--- src/rtl/sub_pkg.sv ---
// Shared definitions for the nibble-serial subtractor: FSM state encoding and slice width.
package sub_pkg;
    localparam int NIBBLE_W = 4;

    typedef enum logic [1:0] {
        IDLE = 2'd0,
        BUSY = 2'd1,
        DONE = 2'd2
    } state_t;
endpackage

--- src/rtl/sub_4b.sv ---
// Combinational 4-bit subtract slice: diff = a - b - b_in, with borrow out of bit 3.
module sub_4b
    import sub_pkg::*;
(
    input  logic [NIBBLE_W-1:0] a,
    input  logic [NIBBLE_W-1:0] b,
    input  logic                b_in,
    output logic [NIBBLE_W-1:0] diff,
    output logic                b_out
);
    logic [NIBBLE_W:0] full;

    // The extra top bit of the widened difference is exactly the borrow out.
    assign full  = {1'b0, a} - {1'b0, b} - {{NIBBLE_W{1'b0}}, b_in};
    assign diff  = full[NIBBLE_W-1:0];
    assign b_out = full[NIBBLE_W];
endmodule

--- src/rtl/sub_serial.sv ---
// Nibble-serial unsigned subtractor (diff = a - b - b_in) with valid/ready handshakes.
// Optional build macro SUB_SERIAL_SAT_EN clamps an underflowing result to zero.
module sub_serial
    import sub_pkg::*;
#(
    parameter int NIBBLES = 4
) (
    input  logic                        clk,
    input  logic                        rst,
    input  logic                        in_valid,
    output logic                        in_ready,
    input  logic [NIBBLE_W*NIBBLES-1:0] a,
    input  logic [NIBBLE_W*NIBBLES-1:0] b,
    input  logic                        b_in,
    output logic                        out_valid,
    input  logic                        out_ready,
    output logic [NIBBLE_W*NIBBLES-1:0] diff,
    output logic                        b_out,
    output logic                        zero
);
    localparam int W     = NIBBLE_W * NIBBLES;
    localparam int IDX_W = (NIBBLES > 1) ? $clog2(NIBBLES) : 1;
    localparam logic [IDX_W-1:0] LAST_IDX = IDX_W'(NIBBLES - 1);

    state_t           state_q, state_d;
    logic [W-1:0]     a_q, a_d;
    logic [W-1:0]     b_q, b_d;
    logic [W-1:0]     diff_q, diff_d;
    logic [IDX_W-1:0] idx_q, idx_d;
    logic             borrow_q, borrow_d;
    logic             b_out_q, b_out_d;
    logic             zero_q, zero_d;

    logic [NIBBLE_W-1:0] nib_diff;
    logic                nib_borrow;

    // Operands shift right each BUSY cycle, so the live nibble is always the low slice.
    sub_4b u_sub_4b (
        .a     (a_q[NIBBLE_W-1:0]),
        .b     (b_q[NIBBLE_W-1:0]),
        .b_in  (borrow_q),
        .diff  (nib_diff),
        .b_out (nib_borrow)
    );

    always_comb begin
        state_d  = state_q;
        a_d      = a_q;
        b_d      = b_q;
        diff_d   = diff_q;
        idx_d    = idx_q;
        borrow_d = borrow_q;
        b_out_d  = b_out_q;
        zero_d   = zero_q;

        case (state_q)
            IDLE: begin
                if (in_valid) begin
                    a_d      = a;
                    b_d      = b;
                    borrow_d = b_in;
                    idx_d    = '0;
                    diff_d   = '0;
                    b_out_d  = 1'b0;
                    zero_d   = 1'b0;
                    state_d  = BUSY;
                end
            end
            BUSY: begin
                // Result nibbles enter at the top and migrate down, LSB nibble landing last at bit 0.
                a_d      = a_q >> NIBBLE_W;
                b_d      = b_q >> NIBBLE_W;
                borrow_d = nib_borrow;
                diff_d   = (diff_q >> NIBBLE_W) | (W'(nib_diff) << (W - NIBBLE_W));
                idx_d    = idx_q + 1'b1;
                if (idx_q == LAST_IDX) begin
                    idx_d   = '0;
                    b_out_d = nib_borrow;
`ifdef SUB_SERIAL_SAT_EN
                    if (nib_borrow) begin
                        diff_d = '0;
                    end
`endif
                    zero_d  = (diff_d == '0);
                    state_d = DONE;
                end
            end
            DONE: begin
                if (out_ready) begin
                    state_d = IDLE;
                end
            end
            default: state_d = IDLE;
        endcase
    end

    always_ff @(posedge clk or posedge rst) begin
        if (rst) begin
            state_q  <= IDLE;
            a_q      <= '0;
            b_q      <= '0;
            diff_q   <= '0;
            idx_q    <= '0;
            borrow_q <= 1'b0;
            b_out_q  <= 1'b0;
            zero_q   <= 1'b0;
        end else begin
            state_q  <= state_d;
            a_q      <= a_d;
            b_q      <= b_d;
            diff_q   <= diff_d;
            idx_q    <= idx_d;
            borrow_q <= borrow_d;
            b_out_q  <= b_out_d;
            zero_q   <= zero_d;
        end
    end

    assign in_ready  = (state_q == IDLE);
    assign out_valid = (state_q == DONE);
    assign diff      = diff_q;
    assign b_out     = b_out_q;
    assign zero      = zero_q;
endmodule
--- config.mk ---
export PLATFORM = sky130hd
export DESIGN_NAME = sub_serial
export DESIGN_NICKNAME = d
export VERILOG_FILES = /design/src/rtl/sub_pkg.sv /design/src/rtl/sub_4b.sv /design/src/rtl/sub_serial.sv
export SDC_FILE = /design/constraint.sdc
export NUM_CORES = 1
export LEC_CHECK = 0
export ABC_CLOCK_PERIOD_IN_PS = 2000
export CAP_MARGIN = 20
export CORE_MARGIN = 5
export CORE_UTILIZATION = 51
export DETAILED_ROUTE_END_ITERATION = 6
export PLACE_DENSITY = 0.84
export SYNTH_ARGS = -nofsm -noshare
export SYNTH_HDL_FRONTEND = slang
export SYNTH_SLANG_ARGS = --single-unit
--- constraint.sdc ---
create_clock -name clk -period 2 [get_ports clk]
set_input_delay 0.2 -clock clk [delete_from_list [all_inputs] [get_ports clk]]
set_output_delay 0.2 -clock clk [all_outputs]
set_load 0.02 [all_outputs]
**Yosys cells after proc, flatten, opt, wreduce, memory -nomap -nowiden**

Cells that the tools add are included.

- $add $sub $neg: 3
- Equality and inequality tests: 6
- Multiplexer cells: 20
- Bitwise gates (word level): 1
- Reduce and logical (&&, ||, !) cells: 6

Operator list:

| kind | count |
|---|---|
| case mux 16 bit (2 select lines) | 3 |
| 2-to-1 mux 16 bit | 3 |
| logical NOT 16 bit | 1 |
| OR 12 x 16 -> 16 bit | 1 |
| 2-to-1 mux 2 bit | 5 |
| case mux 1 bit (2 select lines) | 3 |
| case mux 2 bit (3 select lines) | 1 |
| AND reduction 3 bit | 2 |
| subtractor 4 x 4 -> 5 bit | 1 |
| subtractor 5 x 1 -> 5 bit | 1 |
| equality test 2 bit, second input constant | 2 |
| 2-to-1 mux 1 bit | 4 |
| inequality test 2 bit, second input constant | 2 |
| case mux 2 bit (2 select lines) | 1 |
| adder 2 x 1 -> 2 bit, second input constant | 1 |
| equality test 2 x 1 -> 1 bit, second input constant | 1 |
| logical NOT 2 bit | 1 |
| inequality test 2 x 1 -> 1 bit, second input constant | 1 |
| AND reduction 2 bit | 1 |
| nonzero test 2 bit | 1 |

- Bits in registers: 55
- Bits of input ports: 37
- Output and inout port bits: 20
- Logic and storage cells: 44

**Logic depth before layout (Yosys ltp)**

Gate-level depths: netlist of run 1.

- Depth after elaboration: 6
- Depth in mapped cells: 8
- Gate-level depth less buffers: 8

**Cells and area by module**

Synthesis of run 1 repeated with hierarchy kept, for this count alone.

- Cell total of the unflattened synthesis: 253
- Area, all modules: 2665.1 µm²

Modules (own cells, without submodules):

| module | instances | cells each | area each (µm²) |
|---|---|---|---|
| sub_serial | 1 | 229 | 2457.4 |
| sub_4b | 1 | 24 | 207.7 |

**Worst setup path after synthesis of run 1**

OpenSTA, ideal clock, no wires.

- Kind: register to register
- Start: register a_q[0]
- End: register diff_q[15], in the netlist diff[15]
- Setup time: 121 ps
- Data arrival time: 1726 ps
- Required time: 1879 ps
- Slack: 153 ps
- Stages on the path, launching flop included: 8
- Buffers on the path: 0
- Cells stage by stage: dfrtp_1 -> fa_1 -> inv_1 -> ha_1 -> o21ai_0 -> nand3b_1 -> xor2_1 -> a22o_2

- Longest elaborated chain between the ends: 4

RTL lines:

| item | RTL line | text |
|---|---|---|
| start, declared | sub_serial.sv:26 | `logic [W-1:0] a_q, a_d;` |
| start signal, assigned | sub_serial.sv:100 | `a_q <= '0;` |
| start signal, assigned | sub_serial.sv:109 | `a_q <= a_d;` |
| subtractor 4 x 4 -> 5 bit | sub_4b.sv:14 | `assign full = {1'b0, a} - {1'b0, b} - {{NIBBLE_W{1'b0}}, b_in};` |
| subtractor 5 x 1 -> 5 bit | sub_4b.sv:14 |  |
| OR 12 x 16 -> 16 bit | sub_serial.sv:74 | `diff_d = (diff_q >> NIBBLE_W) \| (W'(nib_diff) << (W - NIBBLE_W));` |
| case mux 16 bit (2 select lines) | sub_serial.sv:56 | `case (state_q)` |
| end signal, assigned | sub_serial.sv:111 | `diff_q <= diff_d;` |
| end, declared | sub_serial.sv:28 | `logic [W-1:0] diff_q, diff_d;` |

Every way passes these cells.
A chain may end at the register's enable or synchronous reset.

**Worst setup path after layout of run 1**

Same ends and word-level chain as after synthesis.

==> summary.md, run 1 <==
| Metric | Value |
|---|---|
| Die height | `82.8 µm` |
| Total Wirelength | `6030 µm` |
| Largest delay contributor family on the critical path | `adder cells` |
| Pwr Density | `1520 nW/µm²` |
| Initial antenna violation count | `0` |
| Status | `finished, final reports clean` |
| Syn_area_per_cell | `10.3 µm²` |
| Hold Fails Final Rpt | `0` |
| Initial DRC count | `111` |
| Setup TNS | `0 ps` |
| Period utilization | `97.7%` |
| Dominant cell type by area after synthesis | `dfrtp_1` |
| Number of CTS-inserted buffers | `5` |
| Netlist Area Pre-Place | `2700 µm²` |
| Via count | `2186` |
| Fmax achieved | `512 MHz` |
| Clk Latency, worst-skew pair | `320 ps` |
| CP Cell Sequence | `fa_2 -> inv_1 -> ha_1 -> o21ai_1 -> nand3b_1 -> xor2_1 -> a22o_2` |
| Arrival @ worst endpoint | `2160 ps` |
| Clock root buffer | `clkbuf_8` |
| Yosys top cell area share | `50.9%` |
| Clk sinks | `55` |
| Drc violations | `0` |
| Worst reg2reg path endpoint | `diff[15]` |
| Layout cells sized above 1 | `11.6%` |
| Synth unique cells | `36` |
| Register bit total from synthesis | `55` |
| Slowest stage cell, crit path | `fa_2` |
| Row cnt | `26` |
| Routability cong. | `0.805` |
| RR Startpoint | `a_q[0]` |
| Post-CTS setup buffer count | `0` |
| Most used DFF post-synth | `dfrtp_1` |
| Cells on worst reg2reg path | `7` |
| Total GRT Usage | `19.7%` |
| Buffer levels on the longest clock path | `2` |
| Post-Syn Instances | `262` |
| Reg area | `1380 µm²` |
| Final Total Pwr | `5.30 mW` |
| DP HPWL | `4340 µm` |
| Leak pwr | `1.58 nW` |
| Worst hold-check path type | `in2async` |
| Worst-path clk slew | `100 ps` |
| Period minus WS final | `1950 ps` |
| Synth area leaders | `dfrtp_1 51%, a22o_1 6.8%, a21oi_1 5.4%` |
| Worst path bufs/invs | `1` |
| Flop-to-flop setup slack | `50 ps` |
| Avg Vias per Cell | `5.61` |
| Grt ovf | `0` |
| Die X | `82.8 µm` |
| Largest net degree at the start of global routing | `56` |
| Clock skew | `9.41 ps` |
| Max Fanout on Critical Path | `2` |
| Worst-Margin Slew | `460 ps` |
| DRT Pass-1 Iters | `4` |
| Multi-input gate area | `1210 µm²` |
| WS Path Type | `reg2reg` |
| Crit path launch type | `register` |
| Layout area overhead | `28.9%` |
| Max Transition Viols Final | `0` |
| Global-route wire length before repair | `10300 µm` |
| I/O pin cnt | `57` |
| Mapped Nets | `308` |
| Worst EP required | `2210 ps` |
| TritonCTS clock tree | `built` |
| Hold Buf Count CTS | `0` |
| Asr flop ratio synth | `100%` |
| Area of the core | `5140 µm²` |
| Total of max-cap violations | `0` |
| Antenna Nets Post-Route | `0` |
| Ant. Diodes | `0` |
| Max transition margin | `69.3%` |
| Setup WS post-layout | `45.2 ps` |
| WL per Instance | `15.4 µm` |
| VDD IR-drop max | `756 µV` |
| Stages on worst setup path | `7` |
| Final setup viols | `0` |
| Post-synth EDFFs | `0` |
| DIE AREA | `6860 µm²` |
| Htree depth | `2` |
| Synth Warn # | `0` |
| Sequential share of the synthesized area | `50.9%` |
| Pre-CTS setup slack | `6.20 ps` |
| Slowest stage delay, CP | `590 ps` |
| Final nets | `365` |
| Vias in the first global route | `2179` |
| RSZ-0062 raised after global routing | `true` |
| Filler instances | `418` |
| Critical Path End Type | `register` |
| Initial Utilization | `52.6%` |
| I/O Buffers | `56` |
-- power by group --
part           leakage, nW  switching [mW]  internal, mW
Combinational        0.815            1.39          1.34
Sequential           0.716           0.407          1.56
Clock               0.0477           0.365         0.241
Total                 1.58            2.16          3.13
-- worst min-delay path: stages --
cell	delay [ps]
clkdlybuf4s50_1	410
inv_2	70
buf_12	270
-- worst max-delay path by stage --
stage / slack (ps) / start / end
floorplan: 150 / a_q[0] / diff[15]
global placement: 130 / a_q[0] / diff[15]
detailed placement: 6 / b_q[0] / zero
CTS: 20 / b_q[0] / diff[15]
global route: -20 / a_q[0] / diff[15]
finish: 50 / a_q[0] / diff[15]
-- cells in the final DEF, fill, tap and decap left out, types with 2 or more instances in the layout --
master and n:
clkdlybuf4s50_1 56, xor2_1 3, a22o_2 2, clkbuf_8 5, a22o_1 21, clkinv_2 3, nand2b_1 2, a21oi_1 29
ha_1 7, inv_2 4, and3b_1 12, a2bb2oi_1 2, o21ai_1 2, buf_4 13, inv_1 9, nor2_1 3
o21ai_0 27, nor2b_1 15, dfrtp_1 54, nand2_1 19, a22oi_1 12
-- logic make-up after synthesis --
group,after synthesis,share of synthesized area (%)
AO/OA/AOI/OAI,100,24.2
XOR/XNOR,4,1.30
adder cells (fa/ha/maj),9,4.72
buffers and inverters,33,5.14
flip-flops,55,50.9
AND/OR/NAND/NOR,61,13.8
-- cell usage after synthesis (all sizes together) (2+ instances only) --
master    n
nor2      3
a21oi    29
a22oi    12
dfrtp    55
nor2b    16
nand2    19
a2bb2oi   2
fa        2
o21ai    29
buf       9
ha        7
clkbuf   11
xor2      3
and3b    12
nand2b    2
inv      13
a22o     23
-- flip-flops by register name, summed over array words and instances, names as in the netlist --
name      count
idx_q         2
b_out         1
zero          1
b_q          16
a_q          16
diff         16
borrow_q      1
state_q       2
-- cell type report --
type	count	share of cell area (%)
clock buffer	5	1.98
timing repair buffer	70	19.5
tap	70	2.51
multi-input combinational	174	34.7
clock inverter	3	0.431
sequential	55	39.5
inverter	13	1.40
-- per-stage QoR --
stage / area, µm² / instances / hold WS, ps / util [%]
3_3_place_gp: 3380 / 382 / 462 / 65.8
2_1_floorplan: 2700 / 262 / 340 / -
6_report: 3480 / 390 / 251 / 67.8
3_5_place_dp: 3380 / 382 / 470 / 65.8
5_1_grt: 3480 / 390 / 281 / 67.8
4_1_cts: 3470 / 390 / 266 / 67.5
-- what timing repair did --
item | CTS | global route
gates resized for setup | 1 | 7
endpoints found under the setup margin | 1 | 4
pin swaps | 0 | 2
-- routing by layer --
| layer | up-vias | track usage, % | wire length [µm] |
|---|---|---|---|
| met2 | 79 | 32.5 | 2920 |
| met1 | 1045 | 26.0 | 2630 |
| li1 | 1048 | - | - |
| met4 | 0 | 6.70 | 110 |
| met3 | 14 | 4.10 | 365 |
| met5 | - | 0 | 0 |
Power figures use the tool's default switching activity.
==> run 2, diff against run 1 <==
--- a/config.mk
+++ b/config.mk
@@ -9,6 +9,7 @@
 export CAP_MARGIN = 20
 export CORE_MARGIN = 5
 export CORE_UTILIZATION = 51
+export CTS_CLUSTER_SIZE = 25
 export DETAILED_ROUTE_END_ITERATION = 6
 export PLACE_DENSITY = 0.84
 export SYNTH_ARGS = -nofsm -noshare
==> results of run 2 <==
Final layout, timing and power as in run 1 (identical DEF).
==> run 3, diff against run 2 <==
--- a/config.mk
+++ b/config.mk
@@ -11,6 +11,7 @@
 export CORE_UTILIZATION = 51
 export CTS_CLUSTER_SIZE = 25
 export DETAILED_ROUTE_END_ITERATION = 6
+export MAX_ROUTING_LAYER = met4
 export PLACE_DENSITY = 0.84
 export SYNTH_ARGS = -nofsm -noshare
 export SYNTH_HDL_FRONTEND = slang
==> run 3 against run 2 <==
  * Non-clock buffer count stayed put
  * Clock power is 0.7% lower
  * Via count is 0.78% lower
  * Global-route usage is 0.56 points higher
  * Total power is 0.14% lower
  * Flip-flop and latch count stayed put
  * Largest cell class unchanged
==> summary.md, run 3 (synthesis results as in run 1) <==
| Metric | Value |
|---|---|
| Via count | `2169 (-0.78%)` |
| Worst path bufs/invs | `1 (unchanged)` |
| Total of max-cap violations | `0 (unchanged)` |
| Worst-Margin Slew | `459 ps (-1.62 ps)` |
| Largest net degree at the start of global routing | `56 (unchanged)` |
| RSZ-0062 raised after global routing | `true` |
| CP Cell Sequence | `fa_2 -> inv_1 -> ha_1 -> o21ai_1 -> nand3b_1 -> xor2_1 -> a22o_2` |
| Antenna Nets Post-Route | `0 (unchanged)` |
| Final Util | `67.8% (unchanged)` |
| Avg Vias per Cell | `5.56 (-0.78%)` |
| Period utilization | `97.5% (-0.20 points)` |
| TritonCTS clock tree | `built` |
| Final nets | `365 (unchanged)` |
| Initial Utilization | `52.6% (unchanged)` |
| Drc violations | `0 (unchanged)` |
| Max transition margin | `69.4% (+0.11 points)` |
| Area of the core | `5140 µm² (unchanged)` |
| Hold WS | `255 ps (+4.10 ps)` |
| Max Fanout on Critical Path | `2 (unchanged)` |
| Total placed cells including tap cells | `382 (unchanged)` |
| Flop-to-flop setup slack | `50 ps (about the same)` |
| Total GRT Usage | `20.3% (+0.56 points)` |
| Number of CTS-inserted buffers | `5 (unchanged)` |
| Row cnt | `26 (unchanged)` |
| Die X | `82.8 µm (unchanged)` |
| Arrival @ worst endpoint | `2160 ps (about the same)` |
| Layout cells sized above 1 | `11.6% (unchanged)` |
| Final setup viols | `0 (unchanged)` |
| DP HPWL | `4340 µm (unchanged)` |
| Slowest stage delay, CP | `590 ps (about the same)` |
| Clk Latency, worst-skew pair | `310 ps (about the same)` |
| RR Startpoint | `a_q[0]` |
| Final Total Pwr | `5.29 mW (-0.14%)` |
| WL per Instance | `15.4 µm (about the same)` |
| Clock skew | `6.74 ps (-2.68 ps)` |
| Status | `finished, final reports clean` |
| Leak pwr | `1.58 nW (unchanged)` |
| Commonest non-fill, non-tap cells in the layout | `56 x clkdlybuf4s50_1, 54 x dfrtp_1, 29 x a21oi_1` |
| Commonest non-fill, non-tap cell in the layout | `clkdlybuf4s50_1` |
| I/O Buffers | `56 (unchanged)` |
| Hold Fails Final Rpt | `0 (unchanged)` |
| Global-route wire length before repair | `10400 µm (+0.14%)` |
| Worst hold-check path type | `in2async` |
| Layout Cells excl Fill | `390 (unchanged)` |
| Hold Buf Count CTS | `0 (unchanged)` |
| Buffer levels on the longest clock path | `2 (unchanged)` |
| Slowest stage cell, crit path | `fa_2` |
| Initial DRC count | `96 (-14%)` |
| VDD IR-drop max | `755 µV (-0.21%)` |
| Die height | `82.8 µm (unchanged)` |
| Ant. Diodes | `0 (unchanged)` |
| Largest delay contributor family on the critical path | `adder cells` |
| Setup WS post-layout | `49.2 ps (+3.91 ps)` |
| Worst EP required | `2210 ps (about the same)` |
| Worst-path clk slew | `100 ps (about the same)` |
| Cells on worst reg2reg path | `7 (unchanged)` |
| Grt ovf | `0 (unchanged)` |
| Pre-CTS setup slack | `6.20 ps (unchanged)` |
| Vias in the first global route | `2174 (-0.23%)` |
| WS Path Type | `reg2reg` |
| Fmax achieved | `513 MHz (+0.20%)` |
| Clock root buffer | `clkbuf_8` |
| Crit path launch type | `register` |
| Critical Path End Type | `register` |
| Period minus WS final | `1950 ps (-3.91 ps)` |
| Worst reg2reg path endpoint | `diff[15]` |
| Routability cong. | `0.817 (+1.5%)` |
| Clk sinks | `55 (unchanged)` |
| DIE AREA | `6860 µm² (unchanged)` |
| DRT Pass-1 Iters | `4 (unchanged)` |
| I/O pin cnt | `57 (unchanged)` |
| Max Transition Viols Final | `0 (unchanged)` |
| Total Wirelength | `6020 µm (about the same)` |
| Layout area overhead | `28.9% (unchanged)` |
| Htree depth | `2 (unchanged)` |
| Initial antenna violation count | `0 (unchanged)` |
| Pwr Density | `1520 nW/µm² (-0.14%)` |
## run 3: cell counts in the layout (fill, tap and decap cells not counted)
No cell type changed its count.
## run 3: what timing repair did
item / CTS / global route
setup buffers: 0 / 0
pin swaps: 0 / 2
setup endpoints to repair: 1 / 4
gates resized for setup: 1 / 7
## run 3: how the worst max path moves through the flow
stage            from  endpoint  slack (ps)  cells after the start
6_report       a_q[0]  diff[15]          50                      7
5_1_grt        a_q[0]  diff[15]         -20                      7
4_1_cts        b_q[0]  diff[15]          20                      8
3_5_place_dp   b_q[0]      zero           6                      8
3_3_place_gp   a_q[0]  diff[15]         130                      7
2_1_floorplan  a_q[0]  diff[15]         150                      7
## run 3: metrics by stage
stage | TNS [ps] | instance area (µm²)
2_1_floorplan | 0 | 2700
3_3_place_gp | 0 | 3380
3_5_place_dp | 0 | 3380
4_1_cts | 0 | 3470
5_1_grt | -25.0 | 3480
6_report | 0 | 3480
## run 3: area by class of cell
type	count	area, µm²
Sequential cell	55	1380
Timing Repair Buffer	70	678
Clock buffer	5	68.8
Tap cell	70	87.6
Fill cell	418	1660
Multi-Input combinational cell	174	1210
Clock inverter	3	15.0
Inverter	13	48.8
## run 3: power breakdown
| group | internal (mW) | switching, mW |
|---|---|---|
| logic | 1.34 | 1.39 |
| clock network | 0.241 | 0.361 |
| registers | 1.56 | 0.406 |
| total | 3.13 | 2.15 |
## run 3: per-layer routing
| layer | vias to the layer above | global-route usage [%] | part of all wire [%] |
|---|---|---|---|
| met2 | 71 | 32.4 | 48 |
| met1 | 1038 | 26.1 | 44 |
| met5 | - | - | 0 |
| met3 | 12 | 4.10 | 5.6 |
| li1 | 1048 | - | - |
| met4 | 0 | 6.70 | 1.7 |
## run 3: worst min-delay path, delay by kind of cell
kind	cells	cell delay (ps)
buffers and inverters	3	750
